==> src/rtl/spike_event_encoder.sv <==
// Spike-to-ISI event encoder: timestamps accepted spikes, buffers the ISIs in a
// small FIFO drained over valid/ready. Define SPIKE_ENC_COUNT_EN for the event counter.
module spike_event_encoder #(
  parameter int TS_WIDTH   = 8,
  parameter int FIFO_DEPTH = 4
) (
  input  logic                clk,
  input  logic                rst_n,
  input  logic                spike_in,
  input  logic                clear,
  output logic                ev_valid,
  input  logic                ev_ready,
  output logic [TS_WIDTH-1:0] ev_data,
  output logic                overflow,
  output logic [7:0]          ev_count
);

  localparam int PW = (FIFO_DEPTH > 1) ? $clog2(FIFO_DEPTH) : 1;
  localparam logic [PW:0] DEPTH_C = (PW+1)'(FIFO_DEPTH);

  logic [TS_WIDTH-1:0] isi_q, isi_d, isi_nxt;
  logic [PW-1:0]       wr_ptr_q, wr_ptr_d, rd_ptr_q, rd_ptr_d;
  logic [PW:0]         occ_q, occ_d;
  logic [TS_WIDTH-1:0] mem_q [FIFO_DEPTH];
  logic [TS_WIDTH-1:0] mem_d [FIFO_DEPTH];
  logic                overflow_q, overflow_d;
  logic                full, pop, push;

  assign ev_valid = (occ_q != {(PW+1){1'b0}});
  assign ev_data  = mem_q[rd_ptr_q];
  assign overflow = overflow_q;

  // A pop frees a slot in the same cycle, so a full FIFO still accepts a spike
  // when it is being drained; clear discards both spike and pop.
  always_comb begin
    full    = (occ_q == DEPTH_C);
    pop     = ev_valid && ev_ready && !clear;
    push    = spike_in && !clear && (!full || pop);
    isi_nxt = (isi_q == {TS_WIDTH{1'b1}}) ? isi_q : isi_q + TS_WIDTH'(1);

    mem_d      = mem_q;
    isi_d      = isi_nxt;
    wr_ptr_d   = wr_ptr_q;
    rd_ptr_d   = rd_ptr_q;
    occ_d      = occ_q;
    overflow_d = overflow_q;

    if (clear) begin
      isi_d      = {TS_WIDTH{1'b0}};
      wr_ptr_d   = {PW{1'b0}};
      rd_ptr_d   = {PW{1'b0}};
      occ_d      = {(PW+1){1'b0}};
      overflow_d = 1'b0;
    end else begin
      if (push) begin
        mem_d[wr_ptr_q] = isi_nxt;
        wr_ptr_d        = wr_ptr_q + PW'(1);
        isi_d           = {TS_WIDTH{1'b0}};
      end else begin
        wr_ptr_d = wr_ptr_q;
      end
      if (pop) begin
        rd_ptr_d = rd_ptr_q + PW'(1);
      end else begin
        rd_ptr_d = rd_ptr_q;
      end
      // Dropped spikes leave isi running so the next ISI spans from the last accepted event.
      if (spike_in && full && !pop) begin
        overflow_d = 1'b1;
      end else begin
        overflow_d = overflow_q;
      end
      case ({push, pop})
        2'b10:   occ_d = occ_q + (PW+1)'(1);
        2'b01:   occ_d = occ_q - (PW+1)'(1);
        default: occ_d = occ_q;
      endcase
    end
  end

  // State registers; storage resets to zero so ev_data is never X.
  always_ff @(posedge clk or negedge rst_n) begin
    if (!rst_n) begin
      isi_q      <= {TS_WIDTH{1'b0}};
      wr_ptr_q   <= {PW{1'b0}};
      rd_ptr_q   <= {PW{1'b0}};
      occ_q      <= {(PW+1){1'b0}};
      overflow_q <= 1'b0;
      for (int i = 0; i < FIFO_DEPTH; i++) begin
        mem_q[i] <= {TS_WIDTH{1'b0}};
      end
    end else begin
      isi_q      <= isi_d;
      wr_ptr_q   <= wr_ptr_d;
      rd_ptr_q   <= rd_ptr_d;
      occ_q      <= occ_d;
      overflow_q <= overflow_d;
      mem_q      <= mem_d;
    end
  end

`ifdef SPIKE_ENC_COUNT_EN
  logic [7:0] count_q, count_d;

  always_comb begin
    count_d = count_q;
    if (clear) begin
      count_d = 8'd0;
    end else if (push && (count_q != 8'hFF)) begin
      count_d = count_q + 8'd1;
    end else begin
      count_d = count_q;
    end
  end

  // Saturating accepted-event counter.
  always_ff @(posedge clk or negedge rst_n) begin
    if (!rst_n) begin
      count_q <= 8'd0;
    end else begin
      count_q <= count_d;
    end
  end

  assign ev_count = count_q;
`else
  assign ev_count = 8'd0;
`endif

endmodule
==> config.mk <==
export PLATFORM = sky130hd
export DESIGN_NAME = spike_event_encoder
export DESIGN_NICKNAME = d
export VERILOG_FILES = /design/src/rtl/spike_event_encoder.sv
export SDC_FILE = /design/constraint.sdc
export NUM_CORES = 1
export LEC_CHECK = 0
export ABC_AREA = 0
export CORE_AREA = 2 2 101 103
export DETAILED_ROUTE_END_ITERATION = 12
export DIE_AREA = 0 0 103 105
export REMOVE_ABC_BUFFERS = 1
export SYNTH_ARGS = -nofsm -noshare
export SYNTH_HDL_FRONTEND = slang
export SYNTH_SLANG_ARGS = --single-unit
==> constraint.sdc <==
create_clock -name clk -period 1.85 [get_ports clk]
set_input_delay 0.185 -clock clk [delete_from_list [all_inputs] [get_ports clk]]
set_output_delay 0.185 -clock clk [all_outputs]
set_load 0.01 [all_outputs]
# After elaboration in Yosys (flattened, before gate mapping)
# Index checks and enable logic that the tools add are counted.
op_classes:
  n_addsub: 5
  order_cmp: 3
  bitwise: 3
  n_mux: 17
  eq_ne: 4
  n_reduce_logical: 17
ops:
  columns: ["cell", "n"]
  rows:
  - ["8-bit 2-to-1 mux", 6]
  - ["32-bit bitwise mux", 1]
  - ["8-bit binary-select mux with 2-bit select", 1]
  - ["8-bit demux with 2-bit select", 1]
  - ["8-bit by 1-bit adder with 8-bit output, second input constant", 1]
  - ["8-bit == test, second input constant", 1]
  - ["2-bit 2-to-1 mux", 4]
  - ["1-bit logical AND", 7]
  - ["3-bit >= comparator, second input constant", 2]
  - ["2-bit NOT with 3-bit output", 2]
  - ["3-bit one-hot mux with 2 select lines", 1]
  - ["2-bit nonzero test", 3]
  - ["3-bit nonzero test", 2]
  - ["2-bit by 1-bit adder with 2-bit output, second input constant", 2]
  - ["3-bit by 1-bit adder with 3-bit output, second input constant", 1]
  - ["3-bit == test, second input constant", 1]
  - ["1-bit zero test", 3]
  - ["3-bit by 1-bit less-than comparator with 1-bit output, second input constant", 1]
  - ["3-bit 2-to-1 mux", 1]
  - ["3-bit by 1-bit subtractor with 3-bit output, second input constant", 1]
  - ["2-bit by 1-bit == test with 1-bit output, second input constant", 1]
  - ["2-bit == test, second input constant", 1]
  - ["1-bit 2-to-1 mux", 2]
  - ["2-bit AND reduction", 1]
  - ["other kinds (2)", 2]
word_totals:
  word_cells: 58
  input_bits: 5
  regBits: 48
  out_inout_bits: 18

# Longest topological paths before layout
# Gate-level depths: netlist of the first run.
depth:
  word_depth: 8
  ltp_mapped: 6
  depth_no_buf: 6

# Worst setup path after synthesis of the first run
# No wires, ideal clock.
synth_timing:
  path_type: "reg-to-reg"
  startpoint: "register occ_q[1]"
  endpoint: "register occ_q[2]"
  setup_ns: 0.128
  required_ns: 1.722
  n_path_buf: 0
  t_arrival_ns: 1.925
  period_less_slack_ns: 2.053
  setup_slack_ns: -0.203
  path_stages_with_launch: 7
  cell_sequence: "dfrtp_1 > o31ai_2 > nor3_1 > fa_1 > nor3_1 > a31oi_1 > mux2_1"
synth_via:
  elab_chain_cells: 8
  word_cells_on_any_way: 14
  classes_between: "add/sub: 2; eq/ne: 3; mux: 2; reduce/logical: 7"
synth_rtl:
  columns: ["element", "line", "text"]
  rows:
  - ["start, declared", "23", "logic [PW:0] occ_q, occ_d;"]
  - ["start signal, assigned", "87", "occ_q <= {(PW+1){1'b0}};"]
  - ["3-bit nonzero test", "29", "assign ev_valid = (occ_q != {(PW+1){1'b0}});"]
  - ["1-bit logical AND (2 in a row)", "37", "pop = ev_valid && ev_ready && !clear;"]
  - ["1-bit logical OR", "38", "push = spike_in && !clear && (!full || pop);"]
  - ["1-bit logical AND", "38", null]
  - ["2-bit by 1-bit == test with 1-bit output / 2-bit == test (equally long branches)", "73", "case ({push, pop})"]
  - ["3-bit one-hot mux with 2 select lines", "73", null]
  - ["3-bit 2-to-1 mux", "48", "if (clear) begin"]
# Several ways; a longest one is shown, not always the timed one.
# A chain may end at the register's enable or synchronous reset.

# Final worst setup path of the first run
layout_timing:
  startpoint: "register occ_q[0]"
  endpoint: "register occ_q[2]"
# Same word-level chain as after synthesis.

==> results.yml, run 1 <==
clock_tree:
  clockRootBuffer: "clkbuf_8"
  clkTransAtPathRegs_ns: 0.08
  clock_sinks: 48
  clk_latency_ns: 0.30
  cts-buffers-inserted: 5
  cts_tree: "done"
  clock_path_buffers: 2
  htreeDepth: 2
place:
  detailed_place_hpwl_mm: 3.250
  pre_cts_ws_ns: -0.1110
  io_buffers: 14
  place_congestion: 0.7884
grt:
  grt_pass1_vias: 1499
  globalRouteMet2Util_pct: 14.66
  met3_usage_pct: 2.408
  grt_pass1_wl_mm: 7.741
  grt_usage_pct: 9.488
  grt_start_max_net_pins: 26
  antenna_found_initial: 0
  met1_usage_pct: 12.53
  overflow: 0
  grt.busiest_layer: "met2"
sta:
  skew_ns: 0.002862
  worst_hold_slack_ns: 0.4010
  setup_viol: 0
  fin_ws_ns: 0.02803
  fmax_mhz: 548.9
  hold_violations: 0
  slew_headroom_pct: 62.44
  fin_crit_ns: 1.822
  drv_slew: 0
  post-route-period-util_pct: 98.48
  worst_pin_slew_ns: 0.5634
  rsz0062_at_grt: "true"
power_and_ir_drop:
  intPower_mw: 1.865
  switching_share_pct: 24.48
  power_density_nw_per_um2: 824.7
  irDropWorstVdd_mv: 0.3180
  p_clk_share_pct: 33.2
  seq_power_share_pct: 48.6
  p_switching_uw: 604.4
  p_leak_nw: 1.394
  power_mw: 2.469
  power_frac_comb_pct: 18.2
logic_synthesis:
  syn_inst: 184
  synth_top_area_cell: "dfrtp_1"
  syn_area_sq_um: 2464
  synth_warnings: 0
  synth_most_common_cell: "dfrtp_1"
  synth_top_area_share_pct: 48.76
  yosysUniqueCellTypes: 42
  synth_edf_count: 0
  ys.flop_type: "dfrtp_1"
  synth-seq-cells: 48
  synthTopCellsByCount: "dfrtp_1, mux2_1, nor2_1"
  yosys-top-cells-area: "dfrtp_1, mux2_1, mux4_2"
  seq_area_frac_synth_pct: 48.76
  avgSynthCellArea_sq_um: 13.39
  async_flop_share_pct: 100.0
setup_path:
  worstPathCellList: "buf_4, nor4b_4, nor3b_2, buf_4, a31oi_1, mux2_1"
  path_class: "reg2reg"
  regToRegSetupSlack_ns: 0.03
  cp_slowest_cell: "dfrtp_2"
  worstPathMaxFanout: 10
  cpMostUsedCell: "buf_4"
  worstPathBufferInverterCount: 2
  worst_ep_required_time_ns: 2.04
  reg2reg_to: "occ_q[2]"
  worstSetupPathDepth: 6
  r2r-start: "occ_q[0]"
  r2r_cells: 6
  crit_family: "flip-flops"
  start_kind: "flop"
  max_stage_delay_ns: 0.45
  cp.arrival_ns: 2.01
  end_kind: "flop"
status:
  status: "complete, no violations"
drt:
  drtIter0Drc: 92
  ant_nets: 0
  wl_per_cell_um: 13.11
  vias: 1494
  via_per_inst: 4.281
  wl_mm: 4.574
  first_pass_iters: 4
  drc: 0
run:
  cap_viol_max_count: 0
finish:
  drive_above_1_share_pct: 33.33
  antenna_cells: 0
  multi_input_comb_area_sq_um: 1191
  synthToLayoutAreaGrowth_pct: 21.53
  seq_area_sq_um: 1205
  fin_nets: 226
  fillers: 983
die:
  initial_core_util_pct: 25.56
  die_y_um: 105
  rows: 36
  core_sq_um: 9639
  die_area_sq_um: 10820
  ios: 23
  die_w_um: 103
worst_hold_path:
  hold_class: "in2async"
[power groups by stage]
stage	Sequential (mW)	Combinational, mW	Clock [mW]
after floorplan	1.22	0.246	0
after global placement	1.21	0.438	0
after detailed placement	1.22	0.446	0
after CTS	1.20	0.447	0.843
after global routing	1.21	0.500	0.903
final	1.20	0.450	0.819
[cells by family (layout without fill, tap and decap cells)]
group / Yosys count / after routing / share of synthesized area (%)
AND/OR/NAND/NOR: 45 / 45 / 12.95
flip-flops: 48 / 48 / 48.76
buffers and inverters: 18 / 43 / 4.621
multiplexers: 44 / 44 / 24.02
XOR/XNOR: 3 / 3 / 1.067
adder cells (fa/ha/maj): 6 / 6 / 3.352
other: 1 / 8 / 0.1522
AO/OA/AOI/OAI: 19 / 19 / 5.079
[final cells by class]
type | instances | area share (%)
clock buffer | 7 | 3.218
clock inverter | 1 | 1.003
inverter | 4 | 0.5015
multi-input combinational | 125 | 39.78
sequential | 48 | 40.24
tap | 133 | 5.558
timing repair buffer | 31 | 9.695
[worst max path at each step]
stage,start,endpoint,slack [ns]
finish,occ_q[0],occ_q[2],0.03
global route,occ_q[0],occ_q[2],-0.06
CTS,rd_ptr_q[0],ev_data[7],0.002
detailed placement,ev_ready,occ_q[2],-0.11
global placement,ev_ready,occ_q[2],-0.09
floorplan,occ_q[1],occ_q[2],-0.22
[per-layer routing]
layer  vias to the layer above  routed length (um)  share of wire, %
met5                         -                   0                 0
met4                         0                  92               2.0
met3                         5                 131               2.9
met2                        19                2256                49
met1                       768                2093                46
li1                        702                   -                 -
[metrics by stage]
stage / TNS (ns) / instance area, sq um / utilization (%) / cells
2_1_floorplan: -0.8191 / 2391 / - / 177
3_3_place_gp: -0.3802 / 2823 / 29.28 / 338
3_5_place_dp: -1.004 / 2823 / 29.28 / 338
4_1_cts: 0 / 2969 / 30.80 / 349
5_1_grt: -0.5335 / 2994 / 31.06 / 349
6_report: 0 / 2994 / 31.06 / 349
[placed cells by master (no fill, tap or decap), types with 2 or more instances in the layout]
cell type and n:
dfrtp_1 45, mux2_1 25, buf_4 13, nor2_1 9, nor2b_2 8, mux4_2 8
mux2_2 8, conb_1 8, a21oi_1 7, clkbuf_8 7, a31oi_1 6, ha_1 5
inv_1 4, nand2b_1 4, nand2_4 4, clkdlybuf4s50_1 4, nand2_1 3, buf_2 3
dfrtp_2 3, buf_6 3, buf_12 3, and2_1 2, and4_1 2, nor2b_1 2
nand3_1 2, mux2_4 2, xnor2_1 2, clkdlybuf4s15_1 2
[state kept, by name (all words and copies together) (netlist names)]
signal	cells
overflow	1
occ_q	3
rd_ptr_q	2
wr_ptr_q	2
isi_q	8
mem_q	32
[repair_timing]
item	CTS	global route
pin swaps	1	0
buffers inserted	2	0
hold endpoints to repair	23	0
gates resized for setup	29	9
hold buffers	1	0
setup endpoints to repair	11	47
No activity file was read; power rests on OpenSTA's default activity.
==> run 2, diff against run 1 <==
--- a/config.mk
+++ b/config.mk
@@ -7,8 +7,10 @@
 export LEC_CHECK = 0
 export ABC_AREA = 0
 export CORE_AREA = 2 2 101 103
+export CTS_CLUSTER_SIZE = 16
 export DETAILED_ROUTE_END_ITERATION = 12
 export DIE_AREA = 0 0 103 105
+export PLACE_DENSITY = 0.39
 export REMOVE_ABC_BUFFERS = 1
 export SYNTH_ARGS = -nofsm -noshare
 export SYNTH_HDL_FRONTEND = slang
==> run 2 against run 1 <==
  * Clock power down 1%
  * Routed wire length up 8.0%
  * Cell area up 3.3%
  * Critical path depth down 1
  * Global-route usage up 0.67 points
  * Clock skew up 0.0024 ns
  * Total power up 0.78%
  * Register-to-register slack worse by 0.03 ns
  * Final cell count up 1.7%
  * Largest cell class is now multi-input combinational cells
==> results.yml, run 2 (same netlist as run 1, synthesis figures left out) <==
status:
  status: "complete, no violations"
finish:
  top_regs: "mem_q: 32 flops, isi_q: 8 flops, occ_q: 3 flops"
  layout_commonest_cell: "dfrtp_1"
  antenna_cells: 0
  largest_register_ffs: 32
  drive_above_1_share_pct: 33.33
  fin_cells: 355
  final_cell_mix: "dfrtp_1, mux2_1, buf_4"
  fillers: 993
  fin_nets: 232
  synthToLayoutAreaGrowth_pct: 25.50
  design_area_sq_um: 3092
  largest_register: "mem_q"
clock_tree:
  clock_sinks: 48
  htreeDepth: 2
  clk_latency_ns: 0.30
  cts-buffers-inserted: 5
  clockRootBuffer: "clkbuf_8"
  clock_path_buffers: 2
  cts_tree: "done"
  clkTransAtPathRegs_ns: 0.09
drt:
  wl_mm: 4.939
  wl_per_cell_um: 13.91
  drtIter0Drc: 46
  met2RoutedLength_mm: 2.297
  wl_met3_um: 99
  vias: 1518
  ant_nets: 0
  dr.max_layer_used: "met4"
  drc: 0
  first_pass_iters: 4
  m1WireLength_mm: 2.460
  via_per_inst: 4.276
grt:
  grt_start_max_net_pins: 23
  antenna_found_initial: 0
  grt_pass1_wl_mm: 8.252
  grt_usage_pct: 10.16
  grt_pass1_vias: 1548
  overflow: 0
place:
  pre_cts_ws_ns: -0.4274
  place_congestion: 0.7207
  place_area_sq_um: 2845
  io_buffers: 14
  place_inst: 341
  detailed_place_hpwl_mm: 3.389
sta:
  tns_ns: 0
  fmax_mhz: 540.8
  worst_hold_slack_ns: 0.3713
  drv_slew: 0
  rsz0062_at_grt: "true"
  fin_ws_ns: 0.0007454
  setup_viol: 0
  post-route-period-util_pct: 99.96
  skew_ns: 0.005309
  hold_violations: 0
  fin_crit_ns: 1.849
die:
  rows: 36
  initial_core_util_pct: 25.56
  ios: 23
  die_area_sq_um: 10820
  die_y_um: 105
  core_sq_um: 9639
  die_w_um: 103
run:
  cap_viol_max_count: 0
setup_path:
  path_class: "reg2reg"
  worstPathCellList: "o31ai_4, nor3_2, fa_2, a31oi_1, mux2_1"
  max_stage_delay_ns: 0.47
  r2r-start: "occ_q[0]"
  start_kind: "flop"
  worst_ep_required_time_ns: 2.04
  cp_slowest_cell: "dfrtp_2"
  cp.arrival_ns: 2.04
  end_kind: "flop"
  worstPathMaxFanout: 5
  cp-startpoint: "occ_q[0]"
power_and_ir_drop:
  power_density_nw_per_um2: 804.9
  irDropWorstVdd_mv: 0.2837
  p_leak_nw: 1.412
worst_hold_path:
  hold_class: "in2async"
-- run 2: timing repair --
action	in CTS	in global routing
resized for setup	26	11
hold endpoints to repair	18	0
hold buffers	1	0
endpoints found under the setup margin	49	38
pin swaps	4	3
setup buffers	4	1
-- run 2: layout make-up --
cell class	count	area, sq um	share of cell area, %
clock inverter	2	38.79	1.255
multi-input combinational	125	1220	39.46
clock buffer	6	82.58	2.671
tap	133	166.4	5.382
timing repair buffer	37	364.1	11.78
sequential	48	1205	38.97
inverter	4	15.01	0.4856
-- run 2: where the power goes --
part           switching [mW]  leakage [nW]  internal [mW]
Combinational           0.211         0.705          0.265
Sequential             0.0599         0.646           1.14
Clock                   0.367        0.0614          0.442
-- run 2: critical path: cells and delay by family (launching register included) --
| kind | cells | cell delay, ns |
|---|---|---|
| compound gates | 2 | 0.47 |
| fa+ha+maj | 1 | 0.37 |
| flops | 1 | 0.47 |
| mux | 1 | 0.34 |
| simple gates | 1 | 0.09 |
-- run 2: layer usage --
metal | up-vias | global-route usage, %
met5 | - | 0
met4 | 0 | 4.041
met3 | 4 | 2.408
met2 | 23 | 14.66
met1 | 771 | 14.54
li1 | 720 | -
-- run 2: final timing paths --
path | slack, ns | cells past startpoint | to
min in group clk | 0.50 | 1 | mem_q[6]
min reg2reg | 0.50 | 1 | mem_q[6]
max in group asynchronous | 0.97 | 3 | isi_q[7]
max reg2reg | 0.0007 | 5 | occ_q[2]
max | 0.0007 | 5 | occ_q[2]
min | 0.37 | 2 | mem_q[19]
-- run 2: stage by stage --
| stage | total power, mW | utilization (%) |
|---|---|---|
| floorplan | 1.464 | - |
| detailed placement | 1.667 | 29.52 |
| global route | 2.639 | 32.07 |
| CTS | 2.512 | 31.39 |
| global placement | 1.671 | 29.52 |
| finish | 2.489 | 32.07 |
==> run 3, diff against run 2 <==
--- a/config.mk
+++ b/config.mk
@@ -6,11 +6,12 @@
 export NUM_CORES = 1
 export LEC_CHECK = 0
 export ABC_AREA = 0
-export CORE_AREA = 2 2 101 103
+export CORE_AREA = 2 2 129 81
 export CTS_CLUSTER_SIZE = 16
 export DETAILED_ROUTE_END_ITERATION = 12
-export DIE_AREA = 0 0 103 105
-export PLACE_DENSITY = 0.39
+export DIE_AREA = 0 0 131 83
+export DONT_BUFFER_PORTS = 1
+export PLACE_DENSITY = 0.36
 export REMOVE_ABC_BUFFERS = 1
 export SYNTH_ARGS = -nofsm -noshare
 export SYNTH_HDL_FRONTEND = slang
==> constraint.sdc (replaced) <==
create_clock -name clk -period 1.85 [get_ports clk]
set_input_delay 0.185 -clock clk [delete_from_list [all_inputs] [get_ports clk]]
set_output_delay 0.185 -clock clk [all_outputs]
set_load 0.1 [all_outputs]
==> run 3 against run 2 <==
  * Register-to-register slack improved by 0.03 ns
  * Final cell count fell by 2.5%
  * Core utilization fell by 0.19 points
  * Clock skew rose by 0.0038 ns
  * Clock-buffer cell count rose by 2
  * Critical path depth rose by 1
  * Maximum frequency rose by 1.4%
  * Sequential cell count did not move
  * Cell area fell by 0.65%
  * Critical path type unchanged
  * Critical endpoint unchanged
  * Largest power group unchanged
  * Highest routed layer unchanged
==> results.yml, run 3 (same netlist as run 1, synthesis figures left out) <==
finish:
  fin_nets: 221
  largest_register: "mem_q"
  top_regs: "mem_q: 32 flops, isi_q: 8 flops, occ_q: 3 flops"
  fin_util_pct: 31.88
  drive_above_1_share_pct: 33.65
  antenna_cells: 0
  synthToLayoutAreaGrowth_pct: 24.68
  largest_register_ffs: 32
  layout_commonest_cell: "dfrtp_1"
  final_cell_mix: "dfrtp_1, mux2_1, buf_4"
place:
  io_buffers: 0
  place_congestion: 0.7492
  pre_cts_ws_ns: -0.3212
  detailed_place_hpwl_mm: 3.715
grt:
  grt_usage_pct: 10.98
  overflow: 0
  grt_pass1_wl_mm: 8.942
  grt_start_max_net_pins: 49
  antenna_found_initial: 0
  grt_pass1_vias: 1635
sta:
  setup_viol: 0
  drv_slew: 0
  fmax_mhz: 548.4
  fin_crit_ns: 1.824
  tns_ns: 0
  skew_ns: 0.009152
  fin_ws_ns: 0.02637
  post-route-period-util_pct: 98.57
  rsz0062_at_grt: "true"
  worst_hold_slack_ns: 0.04650
  hold_violations: 0
drt:
  first_pass_iters: 4
  wl_mm: 5.364
  ant_nets: 0
  vias: 1487
  via_per_inst: 4.298
  wl_per_cell_um: 15.50
  drtIter0Drc: 38
  drc: 0
power_and_ir_drop:
  power_mw: 2.865
  intPower_mw: 1.969
  power_frac_comb_pct: 26.2
  p_clk_share_pct: 31.9
  seq_power_share_pct: 41.9
  power_density_nw_per_um2: 932.7
  irDropWorstVdd_mv: 0.6616
  p_switching_uw: 896.0
  switching_share_pct: 31.28
  p_leak_nw: 1.413
setup_path:
  worstPathMaxFanout: 3
  worstPathCellList: "o31ai_4, nor3_2, fa_2, nor3_2, a31oi_1, mux2_1"
  path_class: "reg2reg"
  max_stage_delay_ns: 0.45
  crit_family: "flip-flops"
  cp_slowest_cell: "dfrtp_2"
  end_kind: "flop"
  r2r-start: "occ_q[0]"
  worstPathBufferInverterCount: 0
  worst_ep_required_time_ns: 2.02
  cp.arrival_ns: 2.00
  regToRegSetupSlack_ns: 0.03
  cp-startpoint: "occ_q[0]"
  start_kind: "flop"
  cpMostUsedCell: "nor3_2"
die:
  die_area_sq_um: 10870
  core_sq_um: 9634
  initial_core_util_pct: 25.57
  die_w_um: 131
  rows: 28
  ios: 23
  die_y_um: 83
worst_hold_path:
  min_from: "spike_in"
  hold_class: "in2reg"
clock_tree:
  htreeDepth: 2
  cts-buffers-inserted: 5
  clock_path_buffers: 2
  clockRootBuffer: "clkbuf_16"
  cts_tree: "done"
  clock_sinks: 48
  clk_latency_ns: 0.29
  clkTransAtPathRegs_ns: 0.07
status:
  status: "complete, no violations"
run:
  cap_viol_max_count: 0
-- run 3: cell type report --
class,instances,area (sq um)
well taps,135,168.9
flip-flops and latches,48,1204
repair buffers,26,332.8
inverters,4,15.01
clock buffers,8,146.4
fillers,957,6563
multi-input cells,125,1205
-- run 3: what timing repair did --
item                                    CTS  global route
gates resized for setup                   6             3
endpoints found under the setup margin   43            27
endpoints found under the hold margin    53             0
setup buffers                             3             2
pin swaps                                 3             2
hold buffers                              3             0
-- run 3: power groups by stage --
stage          combinational [mW]  sequential, mW  clock [mW]
2_1_floorplan               0.495            1.22           0
3_3_place_gp                0.683            1.22           0
3_5_place_dp                0.693            1.22           0
4_1_cts                     0.751            1.20       0.955
5_1_grt                     0.794            1.22       0.992
6_report                    0.749            1.20       0.914
-- run 3: stage by stage --
step           cells  instance area (sq um)
5_1_grt          346                   3072
4_1_cts          344                   3048
3_3_place_gp     330                   2795
6_report         346                   3072
2_1_floorplan    177                   2391
3_5_place_dp     330                   2795
-- run 3: layer usage --
layer	vias up	global-route usage [%]	share of wire, %
li1	698	-	-
met1	755	15.70	51
met2	25	16.02	45
met3	9	3.157	2.9
met4	0	3.288	1.5
met5	-	0	0
-- run 3: final timing paths --
kind                             endpoint  cells after the start
min in group asynchronous       mem_q[18]                      2
max in group asynchronous        occ_q[1]                      2
worst min-delay path             occ_q[0]                      2
worst min register to register  mem_q[22]                      1
worst max-delay path             occ_q[2]                      6
worst max register to register   occ_q[2]                      6
